### config.mk
export PLATFORM = sky130hd
export DESIGN_NAME = bus_transfer_ctrl
export DESIGN_NICKNAME = d
export VERILOG_FILES = /design/src/rtl/bus_pkg.sv /design/src/rtl/onehot_noe_decoder.sv /design/src/rtl/bus_transfer_ctrl.sv
export SDC_FILE = /design/constraint.sdc
export NUM_CORES = 1
export LEC_CHECK = 0
export ABC_AREA = 1
export CORE_ASPECT_RATIO = 1.75
export CORE_MARGIN = 2
export CORE_UTILIZATION = 44
export CTS_CLUSTER_SIZE = 28
export DETAILED_ROUTE_END_ITERATION = 8
export PLACE_DENSITY = 0.85
export RECOVER_POWER = 100
export SYNTH_ARGS = -nofsm -noshare
export SYNTH_HDL_FRONTEND = slang
export SYNTH_SLANG_ARGS = --single-unit
### constraint.sdc
create_clock -name i_clk -period 2.1 [get_ports i_clk]
set_input_delay 0.42 -clock i_clk [delete_from_list [all_inputs] [get_ports i_clk]]
set_output_delay 0.42 -clock i_clk [all_outputs]
set_load 0.02 [all_outputs]
### src/rtl/bus_pkg.sv
// -----------------------------------------------------------------------------
// bus_pkg
// Shared definitions for the internal data bus transfer sequencer.
//   state_e    : transfer FSM state encoding (IDLE/DRIVE/LATCH/RELEASE)
//   SETTLE_MAX : largest supported settle interval in cycles
// -----------------------------------------------------------------------------
package bus_pkg;

  localparam int SETTLE_MAX = 15;

  typedef enum logic [1:0] {
    ST_IDLE    = 2'd0,
    ST_DRIVE   = 2'd1,
    ST_LATCH   = 2'd2,
    ST_RELEASE = 2'd3
  } state_e;

endpackage

### src/rtl/onehot_noe_decoder.sv
// -----------------------------------------------------------------------------
// onehot_noe_decoder
// Maps a driver index plus an enable to an active-low one-hot output-enable
// vector. An index outside 0..N-1, or a deasserted enable, yields all ones.
// Ports:
//   i_idx : driver index
//   i_en  : drive enable
//   o_noe : per-driver active-low output enable
// -----------------------------------------------------------------------------
module onehot_noe_decoder #(
  parameter int N     = 4,
  parameter int IDX_W = 2
) (
  input  logic [IDX_W-1:0] i_idx,
  input  logic             i_en,
  output logic [N-1:0]     o_noe
);

  always_comb begin
    o_noe = '1;
    for (int i = 0; i < N; i++) begin
      if (i_en && (int'(i_idx) == i)) begin
        o_noe[i] = 1'b0;
      end
    end
  end

endmodule

### src/rtl/bus_transfer_ctrl.sv
// -----------------------------------------------------------------------------
// bus_transfer_ctrl
// Sequences one bus transfer at a time: enables a single source driver,
// waits SETTLE_CYCLES, strobes the destination loads while capturing the
// resolved bus value, then releases the bus for one cycle before idling.
//
// Optional feature macro: BUS_CHECK_EN
//   When defined, the resolved-net flag i_bus_noe is checked during LATCH;
//   a faulty net suppresses the load strobes and the capture, and sets the
//   sticky o_err flag. When undefined, i_bus_noe is ignored and o_err is 0.
//
// Ports:
//   i_clk, i_nrst          : clock, synchronous active-low reset
//   i_req_valid/o_req_ready: request handshake
//   i_req_src, i_req_dst   : source index and destination load mask
//   o_src_noe              : per-source active-low output enables
//   i_bus_data, i_bus_noe  : resolved bus value and net-fault flag
//   o_dst_load             : one-cycle destination load strobes
//   o_data                 : last captured bus value
//   o_done                 : one-cycle completion pulse
//   o_err                  : sticky bus-fault flag
// -----------------------------------------------------------------------------
module bus_transfer_ctrl
  import bus_pkg::*;
#(
  parameter int SOURCE_COUNT  = 4,
  parameter int DEST_COUNT    = 4,
  parameter int WIDTH         = 8,
  parameter int SETTLE_CYCLES = 1,
  parameter int SRC_W         = (SOURCE_COUNT > 1) ? $clog2(SOURCE_COUNT) : 1
) (
  input  logic                    i_clk,
  input  logic                    i_nrst,
  input  logic                    i_req_valid,
  output logic                    o_req_ready,
  input  logic [SRC_W-1:0]        i_req_src,
  input  logic [DEST_COUNT-1:0]   i_req_dst,
  output logic [SOURCE_COUNT-1:0] o_src_noe,
  input  logic [WIDTH-1:0]        i_bus_data,
  input  logic                    i_bus_noe,
  output logic [DEST_COUNT-1:0]   o_dst_load,
  output logic [WIDTH-1:0]        o_data,
  output logic                    o_done,
  output logic                    o_err
);

  localparam int CNT_W = $clog2(SETTLE_MAX + 1);

  state_e                  state_q, state_d;
  logic [CNT_W-1:0]        cnt_q, cnt_d;
  logic [SRC_W-1:0]        src_q, src_d;
  logic [DEST_COUNT-1:0]   dst_q, dst_d;
  logic [SOURCE_COUNT-1:0] noe_q, noe_d;
  logic [DEST_COUNT-1:0]   load_q, load_d;
  logic [WIDTH-1:0]        data_q, data_d;
  logic                    done_q, done_d;
  logic                    err_q, err_d;
  logic                    ready_q, ready_d;
  logic                    bus_fault;
  logic                    drive_en;

`ifdef BUS_CHECK_EN
  assign bus_fault = i_bus_noe;
`else
  logic unused_bus_noe;
  assign unused_bus_noe = i_bus_noe;
  assign bus_fault      = 1'b0;
`endif

  always_comb begin
    state_d = state_q;
    cnt_d   = cnt_q;
    src_d   = src_q;
    dst_d   = dst_q;
    data_d  = data_q;
    err_d   = err_q;
    load_d  = '0;
    done_d  = 1'b0;
    unique case (state_q)
      ST_IDLE: begin
        // ready_q is high exactly in IDLE, so this is valid & ready.
        if (i_req_valid) begin
          state_d = ST_DRIVE;
          src_d   = i_req_src;
          dst_d   = i_req_dst;
          cnt_d   = CNT_W'(SETTLE_CYCLES - 1);
        end
      end
      ST_DRIVE: begin
        if (cnt_q == '0) begin
          state_d = ST_LATCH;
          load_d  = dst_q;
        end else begin
          cnt_d = cnt_q - 1'b1;
        end
      end
      ST_LATCH: begin
        state_d = ST_RELEASE;
        done_d  = 1'b1;
        if (bus_fault) begin
          err_d = 1'b1;
        end else begin
          data_d = i_bus_data;
        end
      end
      ST_RELEASE: begin
        state_d = ST_IDLE;
      end
      default: state_d = ST_IDLE;
    endcase
    ready_d = (state_d == ST_IDLE);
  end

  // The source stays enabled through LATCH; RELEASE and IDLE are all-high,
  // which gives break-before-make between consecutive transfers.
  assign drive_en = (state_d == ST_DRIVE) || (state_d == ST_LATCH);

  onehot_noe_decoder #(
    .N     (SOURCE_COUNT),
    .IDX_W (SRC_W)
  ) u_noe_dec (
    .i_idx (src_d),
    .i_en  (drive_en),
    .o_noe (noe_d)
  );

  always_ff @(posedge i_clk) begin
    if (!i_nrst) begin
      state_q <= ST_IDLE;
      cnt_q   <= '0;
      src_q   <= '0;
      dst_q   <= '0;
      noe_q   <= '1;
      load_q  <= '0;
      data_q  <= '0;
      done_q  <= 1'b0;
      err_q   <= 1'b0;
      ready_q <= 1'b1;
    end else begin
      state_q <= state_d;
      cnt_q   <= cnt_d;
      src_q   <= src_d;
      dst_q   <= dst_d;
      noe_q   <= noe_d;
      load_q  <= load_d;
      data_q  <= data_d;
      done_q  <= done_d;
      err_q   <= err_d;
      ready_q <= ready_d;
    end
  end

  assign o_req_ready = ready_q;
  assign o_src_noe   = noe_q;
  // load_q is only non-zero during LATCH, the cycle in which the net is judged.
  assign o_dst_load  = load_q & ~{DEST_COUNT{bus_fault}};
  assign o_data      = data_q;
  assign o_done      = done_q;
  assign o_err       = err_q;

endmodule
Yosys cells after proc, flatten, opt, wreduce, memory -nomap -nowiden --
Index checks and enable logic that the tools add are counted.
Storage, ports and cells: logic and storage cells 46, flip-flop bits (word level) 30, output and inout port bits 19, bits of input ports 18
Operators by class: reductions and logical operators 13, add/sub/neg operators 1, eq/ne operators 10, multiplexer cells 13
Operators with widths (count):
- $eq 2x2->1 const B | 5
- $mux 2 | 4
- $mux 4 | 2
- $pmux 2 s4 | 1
- $pmux 4 s2 | 1
- $eq 2x1->1 const B | 3
- $logic_not 2->1 | 3
- $reduce_and 3->1 | 2
- $mux 1 | 5
- $logic_and 1x1->1 | 4
- $logic_not 4->1 | 1
- $ne 2x2->1 const B | 2
- $sub 4x1->4 const B | 1
- $reduce_and 2->1 | 1
- $reduce_bool 2->1 | 1
- $logic_or 1x1->1 | 1

Depth between registers and ports, before layout --
Gate-level depths: netlist of run 1.
word-level depth 7, depth in mapped cells 10

By module --
From an unflattened synthesis of run 1, not the netlist that was laid out.
Unflattened totals: cell total of the unflattened synthesis 137, area, all modules 1138.6 um^2
Modules (own cells, without submodules):
- bus_transfer_ctrl | area an instance 1108.6 um^2, cells an instance 130, instances 1
- onehot_noe_decoder | area an instance 30.0 um^2, cells an instance 7, instances 1

Least setup slack after synthesis of run 1 --
Ideal clock, no wire load.
path kind reg2reg, start register cnt_q[0], end register noe_q[3] (netlist: o_src_noe[3]), clock period less this slack 1471 ps, data arrival time 1354 ps, library setup time 117 ps, path buffers 0, cell stages (with the launch flop) 11, data required time 1983 ps, slack 629 ps, cells stage by stage dfxtp_1 inv_1 ha_1 nand2_1 nand2_2 inv_1 nor3_2 ha_1 inv_1 nor2_1 nand2_1
On the way: word-level cells in the longest chain between the ends 7, elaborated cells on any way between the ends 8, those cells by class eq/ne: 2; mux: 3; reduce/logical: 3
RTL lines:
- from (decl) | RTL line bus_transfer_ctrl.sv:50 | logic [CNT_W-1:0] cnt_q, cnt_d;
- from (signal assigned) | RTL line bus_transfer_ctrl.sv:141 | cnt_q <= cnt_d;
- $logic_not 4->1 * | RTL line bus_transfer_ctrl.sv:90 | if (cnt_q == '0) begin
- $mux 2 * | RTL line bus_transfer_ctrl.sv:90
- $pmux 2 s4 * | RTL line bus_transfer_ctrl.sv:79 | unique case (state_q)
- $eq 2x1->1 or $eq 2x2->1 (tied branches) | RTL line bus_transfer_ctrl.sv:116 | assign drive_en = (state_d == ST_DRIVE) || (state_d == ST_LATCH);
- $logic_or 1x1->1 * | RTL line bus_transfer_ctrl.sv:116
- $logic_and 1x1->1 * | RTL line onehot_noe_decoder.sv:22 | if (i_en && (int'(i_idx) == i)) begin
- $mux 1 * | RTL line onehot_noe_decoder.sv:22
- to (signal assigned) | RTL line bus_transfer_ctrl.sv:144 | noe_q <= noe_d;
- to (decl) | RTL line bus_transfer_ctrl.sv:53 | logic [SOURCE_COUNT-1:0] noe_q, noe_d;
Every way passes the cells marked *; elsewhere a longest branch is shown, timed or not. A chain may end at the register's enable or synchronous reset.

Worst setup path after layout of run 1 --
start register cnt_q[0], end register noe_q[0] (netlist: o_src_noe[0])
Same word-level chain as after synthesis.

==> results of run 1 <==
-- state kept, by name, indices dropped and copies added, names as in the netlist --
signal	count
o_data	8
cnt_q	4
dst_q	4
o_dst_load	4
o_src_noe	4
src_q	2
state_q	2
o_done	1
o_req_ready	1
-- cell usage in the layout, fill, tap and decap left out, types with 2 or more instances in the layout --
cell             Yosys  routed
dfxtp_1             30      30
inv_2                2       2
ha_1                 3       3
a21oi_2              2       2
dlygate4sd3_1        0      19
o21ai_0             11      12
nand3_1              3       3
nor2_1              30      31
a21oi_1              7       7
clkbuf_8             0       6
clkdlybuf4s50_1      0      15
inv_1               12      12
o21ai_2              2       2
nor3_1               2       3
nand2_1             10      11
-- power breakdown --
part / leakage (nW) / switching, mW / total (mW) / internal [mW]
Sequential: 0.246 / 0.0658 / 0.775 / 0.709
Combinational: 0.370 / 0.454 / 0.757 / 0.304
Clock: 0.0573 / 0.204 / 0.582 / 0.379
Total: 0.673 / 0.723 / 2.11 / 1.39
-- worst max-delay path: cells and delay by family (launching register included) --
family	cells	cell delay (ns)
flip-flops	1	0.32
buffers and inverters	2	0.22
adder cells (fa/ha/maj)	2	0.46
AND/OR/NAND/NOR	5	0.70
-- layer usage --
metal,global-route usage,vias up
met5,0,-
li1,-,493
met4,0.135,0
met2,0.342,24
met1,0.178,433
met3,0.0561,10
-- area by class of cell --
cell class / count / area (um2) / area share
Clock buffer: 6 / 82.6 / 0.0522
Clock inverter: 1 / 30.0 / 0.0190
Inverter: 15 / 56.3 / 0.0356
Multi-Input combinational cell: 84 / 429 / 0.271
Sequential cell: 30 / 601 / 0.379
Tap cell: 26 / 32.5 / 0.0206
Timing Repair Buffer: 36 / 352 / 0.222
-- per-stage QoR --
stage	setup WS, ns	power (mW)
after floorplan	0.629	1.31
after detailed placement	0.311	1.60
final	0.371	2.11
after global routing	0.159	2.25
after CTS	0.439	2.19
after global placement	0.351	1.54
-- synthesized netlist by cell type --
cell      instances
nor3_1            2
and2_1            2
buf_6             1
ha_1              3
nand3_2           1
nor2_2            2
o21ai_0          11
nor3_2            1
buf_4             1
or2_0             1
inv_2             2
a21oi_2           2
nor2_1           30
nand2_1          10
o21ai_2           2
inv_1            12
dfxtp_1          30
a21oi_1           7
o21ai_1           1
nand2_2           2
nor2_4            1
clkinv_1          1
nand3_1           3
or2_2             1
conb_1            1
clkbuf_1          1
nand2_4           1
-- logic make-up after synthesis --
logic type / synth area share
flip-flops: 0.537
adder cells (fa/ha/maj): 0.0336
AND/OR/NAND/NOR: 0.239
AO/OA/AOI/OAI: 0.116
buffers and inverters: 0.0705
other: 0.00335
-- path summary, 6_finish.rpt --
check | end | from
worst min-delay path | o_dst_load[1] | dst_q[1]
worst min register to register | o_dst_load[1] | dst_q[1]
worst max register to register | o_src_noe[0] | cnt_q[0]
worst max-delay path | o_src_noe[0] | cnt_q[0]
==> flow_metrics.tcl, run 1 <==
set metrics [dict create \
    core-area_mm2 0.00246 \
    antenna_found_initial 0 \
    holdPathStages 2 \
    grt_util_all_layers 0.191 \
    port_buffers 34 \
    fin_crit_sh 0.823 \
    clock-sinks 30 \
    r2r_setup_slack_ns 0.37 \
    finalInstanceArea_mm2 0.00158 \
    final_util 0.643 \
    grt_pass1_wl_mm 4.28 \
    pwr_density_cell_mw_per_mm2 1340 \
    overflow 0 \
    met3_length_um 77 \
    place_area_mm2 0.00148 \
    reg2reg_depth 9 \
    path_clk_slew_ns 0.06 \
    p_leak_nw 0.673 \
    synth_area_leader_cell "dfxtp_1" \
    crit_slowest_cell "dfxtp_1" \
    clk_latency_ns 0.28 \
    setup_viol 0 \
    fin_setup_tns_ns 0 \
    fill_cells 219 \
    ys_types 27 \
    wl_per_cell_um 12.2 \
    dieArea_mm2 0.00298 \
    cp-end-kind "flop" \
    core.rowCount 24 \
    ys_ff_latch 30 \
    cp.required_ns 2.33 \
    synth_top_area_frac 0.537 \
    drt_pass1_iterations 4 \
    syn-instance-count 132 \
    drive_gt1_frac 0.116 \
    antenna_left 0 \
    criticalPathCategory "reg -> reg" \
    slowest_delay_ns 0.32 \
    postCtsHoldBufs 0 \
    drt-initial-drc-count 7 \
    diodes 0 \
    syn_nets 153 \
    clk_path_buf_depth 2 \
    synth_seq_area_share 0.537 \
    cts_buffers 5 \
    cpMostUsedCell "nand2_1" \
    syn2layout_area_growth_pct 41.5 \
    top_layer "met4" \
    cts_tree "built" \
    synth_warnings 0 \
    slew_violations 0 \
    postCtsSetupRepairBufs 0 \
    instances_no_fill 198 \
    die_y_um 70.7 \
    m1WireLength_um 882 \
    grt_pass1_vias 1040 \
    grt_max_degree 16 \
    irDropWorstVdd_v 0.000767 \
    vias_per_cell 4.85 \
    syn_avg_cell_area_um2 8.47 \
    drv_cap 0 \
    max-slew-margin-rel 0.632 \
    vias 960 \
    finalHoldViolations 0 \
    place_inst 191 \
    cts_repair_resize_count 0 \
    gp_congestion 0.810 \
    route.detailed.drc 0 \
    max_slew.worst_pin.slew_ns 0.552 \
    route.met2.wl_mm 1.36 \
    htreeDepth 2 \
    fin_crit_ns 1.73 \
    path_cells "inv_1 -> ha_1 -> nand2_1 -> nand2_1 -> inv_1 -> nor3_1 -> ha_1 -> and2_0 -> nand2_1" \
    max_freq_mhz 578 \
    start_kind "flop" \
    ios 37 \
    synth.cell_area_mm2 0.00112 \
    start_util 0.454 \
    die_width_um 42.1 \
    final_nets 193 \
    synth_area_leaders "dfxtp_1 54%, nor2_1 10%, o21ai_0 4.9%" \
    fin_skew_ns 0.00840 \
    crit_fanout 5 \
    routed_wl_mm 2.41 \
    critPathArrivalTime_ns 1.96 \
    rsz0062_at_grt "false" \
    status "finished, final reports clean" \
    hold_class "reg -> reg" \
    holdWs_ns 0.440 \
    hpwlAfterDp_mm 1.85 \
    cts_root_buf "clkbuf_8" \
]
Note: power is estimated with default switching activity, not from simulation.
==> run 2: changes to the inputs <==
- clock period: 2.1 -> 1.6 ns (I/O delays scaled with it)
==> run 2 against run 1 <==
Sequential cell count did not move. Via count rose by 3.1%. Utilization rose by 1.2 points. Total power rose by 31%. Die area stayed put. Clock skew shrank 0.0028 ns. Routed wire length is 0.50% lower. Combinational power rose by 51%. Sequential share of layout area fell by 0.52 points. Non-clock buffer count grew 5. Largest power group is now combinational logic. First-iteration DRC count is 100% higher. Clock power increased by 5.2%.
==> flow_metrics.tcl, run 2 (synthesis results as in run 1) <==
set metrics [dict create \
    rr_endpoint "o_src_noe[3]" \
    switching_power_mw 0.998 \
    min_from "dst_q[0]" \
    slew_violations 0 \
    vias 990 \
    grt_max_degree 16 \
    grt_pass1_vias 972 \
    seq_power_share 0.368 \
    cp-end-kind "output port" \
    r2r_setup_slack_ns 0.09 \
    start_kind "flop" \
    grt.busiest_layer "met2" \
    port_buffers 34 \
    fin_setup_tns_ns 0 \
    wl_per_cell_um 11.8 \
    final_nets 198 \
    core.rowCount 24 \
    start_util 0.454 \
    finalInstanceArea_mm2 0.00161 \
    pwr-share-comb 0.411 \
    core-area_mm2 0.00246 \
    status "finished, final reports clean" \
    pwr_density_cell_mw_per_mm2 1720 \
    intPower_mw 1.78 \
    critPathTopFamily "buffers and inverters" \
    die_y_um 70.7 \
    clk_path_buf_depth 2 \
    clk_latency_ns 0.28 \
    holdWs_ns 0.437 \
    gr-usage-met3 0.0612 \
    fin_skew_ns 0.00558 \
    irDropWorstVdd_v 0.00100 \
    worstReg2RegStart "cnt_q[1]" \
    clock_power_share 0.221 \
    route.detailed.drc 0 \
    cts_buffers 5 \
    gp_congestion 0.758 \
    path_cells "clkdlybuf4s50_1" \
    largest_reg_flops 8 \
    swShare 0.360 \
    setup_viol 0 \
    vias_per_cell 4.85 \
    grt_pass1_wl_mm 4.01 \
    postCtsSetupRepairBufs 0 \
    cp.required_ns 1.28 \
    antenna_left 0 \
    slowest_delay_ns 0.61 \
    criticalPathCategory "reg -> out" \
    ios 37 \
    final_cell_mix "34 x clkdlybuf4s50_1, 30 x nor2_1, 28 x dfxtp_1" \
    clock-sinks 30 \
    finalPower_mw 2.77 \
    routed_wl_mm 2.40 \
    finalHoldViolations 0 \
    reg2reg_depth 10 \
    fill_cells 199 \
    drt_pass1_iterations 4 \
    p_leak_nw 0.655 \
    place_area_mm2 0.00152 \
    crit_fanout 2 \
    path_clk_slew_ns 0.06 \
    syn2layout_area_growth_pct 44.1 \
    diodes 0 \
    hpwlAfterDp_mm 1.77 \
    die_width_um 42.1 \
    holdPathStages 2 \
    htreeDepth 2 \
    fin_crit_ns 1.55 \
    critPathArrivalTime_ns 1.23 \
    final_common_cell "clkdlybuf4s50_1" \
    antenna_found_initial 0 \
    dieArea_mm2 0.00298 \
    drt-initial-drc-count 14 \
    crit_slowest_cell "clkdlybuf4s50_1" \
    worstHoldEndpoint "o_dst_load[0]" \
    hold_class "reg -> reg" \
    drive_gt1_frac 0.169 \
    cts_root_buf "clkbuf_8" \
    grt_util_met1 0.156 \
    max_freq_mhz 645 \
    cts_tree "built" \
    drv_cap 0 \
    grt_util_all_layers 0.179 \
    fin_crit_sh 0.968 \
    met2_usage 0.332 \
    overflow 0 \
    critical_path_buf_inv_count 1 \
]
==> run 2: changes by cell type in the layout (fill, tap and decap cells not counted), moves of 2 or more <==
cell | previous run | this run
dfxtp_1 | 30 | 28
clkdlybuf4s50_1 | 15 | 34
buf_4 | 1 | 4
clkbuf_1 | 1 | 3
dfxtp_2 | 0 | 2
dlygate4sd3_1 | 19 | 0
==> run 2: layer usage <==
metal | share of wire | vias up
li1 | - | 500
met1 | 0.36 | 456
met2 | 0.57 | 26
met3 | 0.037 | 8
met4 | 0.036 | 0
met5 | 0 | -
==> run 2: worst max-delay path by stage <==
stage,cells after the start,slack [ns],from,endpoint
final,1,0.05,o_data[7],o_data[7]
after global routing,10,-0.02,cnt_q[1],o_src_noe[3]
after CTS,10,0.003,cnt_q[0],o_src_noe[3]
after detailed placement,8,-0.09,i_req_valid,o_src_noe[3]
after global placement,8,-0.04,i_req_valid,o_src_noe[3]
after floorplan,10,0.13,cnt_q[0],o_src_noe[3]
==> run 2: timing repair <==
| item | 4_1_cts | 5_1_grt |
|---|---|---|
| hold buffers | 0 | 0 |
| setup endpoints to repair | 0 | 5 |
| gates resized for setup | 0 | 8 |
==> run 2: metrics by stage <==
stage / setup slack, ns / utilization / std cells
after floorplan: 0.129 / - / 132
after global placement: -0.0421 / 0.618 / 196
after detailed placement: -0.0867 / 0.618 / 196
after CTS: 0.00335 / 0.655 / 204
after global routing: -0.0185 / 0.654 / 204
final: 0.0505 / 0.654 / 204
==> run 2: power by group through the flow <==
stage	clock (mW)	sequential, mW	combinational (mW)
finish	0.612	1.02	1.14
global route	0.665	1.04	1.26
CTS	0.623	1.02	1.10
detailed placement	0	1.04	1.10
global placement	0	1.03	1.05
floorplan	0	1.15	0.561
==> run 2: area by class of cell <==
type                       instances  area (um2)  area share
sequential                        30         603       0.374
multi-input combinational         84         445       0.276
timing repair buffer              41         383       0.238
clock buffer                       7        86.3      0.0536
inverter                          15        56.3      0.0349
tap                               26        32.5      0.0202
clock inverter                     1        5.00     0.00311
==> run 2: worst reg2reg max path, cell delays in order (launching register included) <==
cell and delay (ns):
dfxtp_2 0.34, inv_1 0.06, ha_1 0.19, nand2_2 0.09
nand2_2 0.06, inv_2 0.07, nor3_4 0.04, ha_1 0.31
inv_1 0.06, nor2_2 0.11, nand2_1 0.06
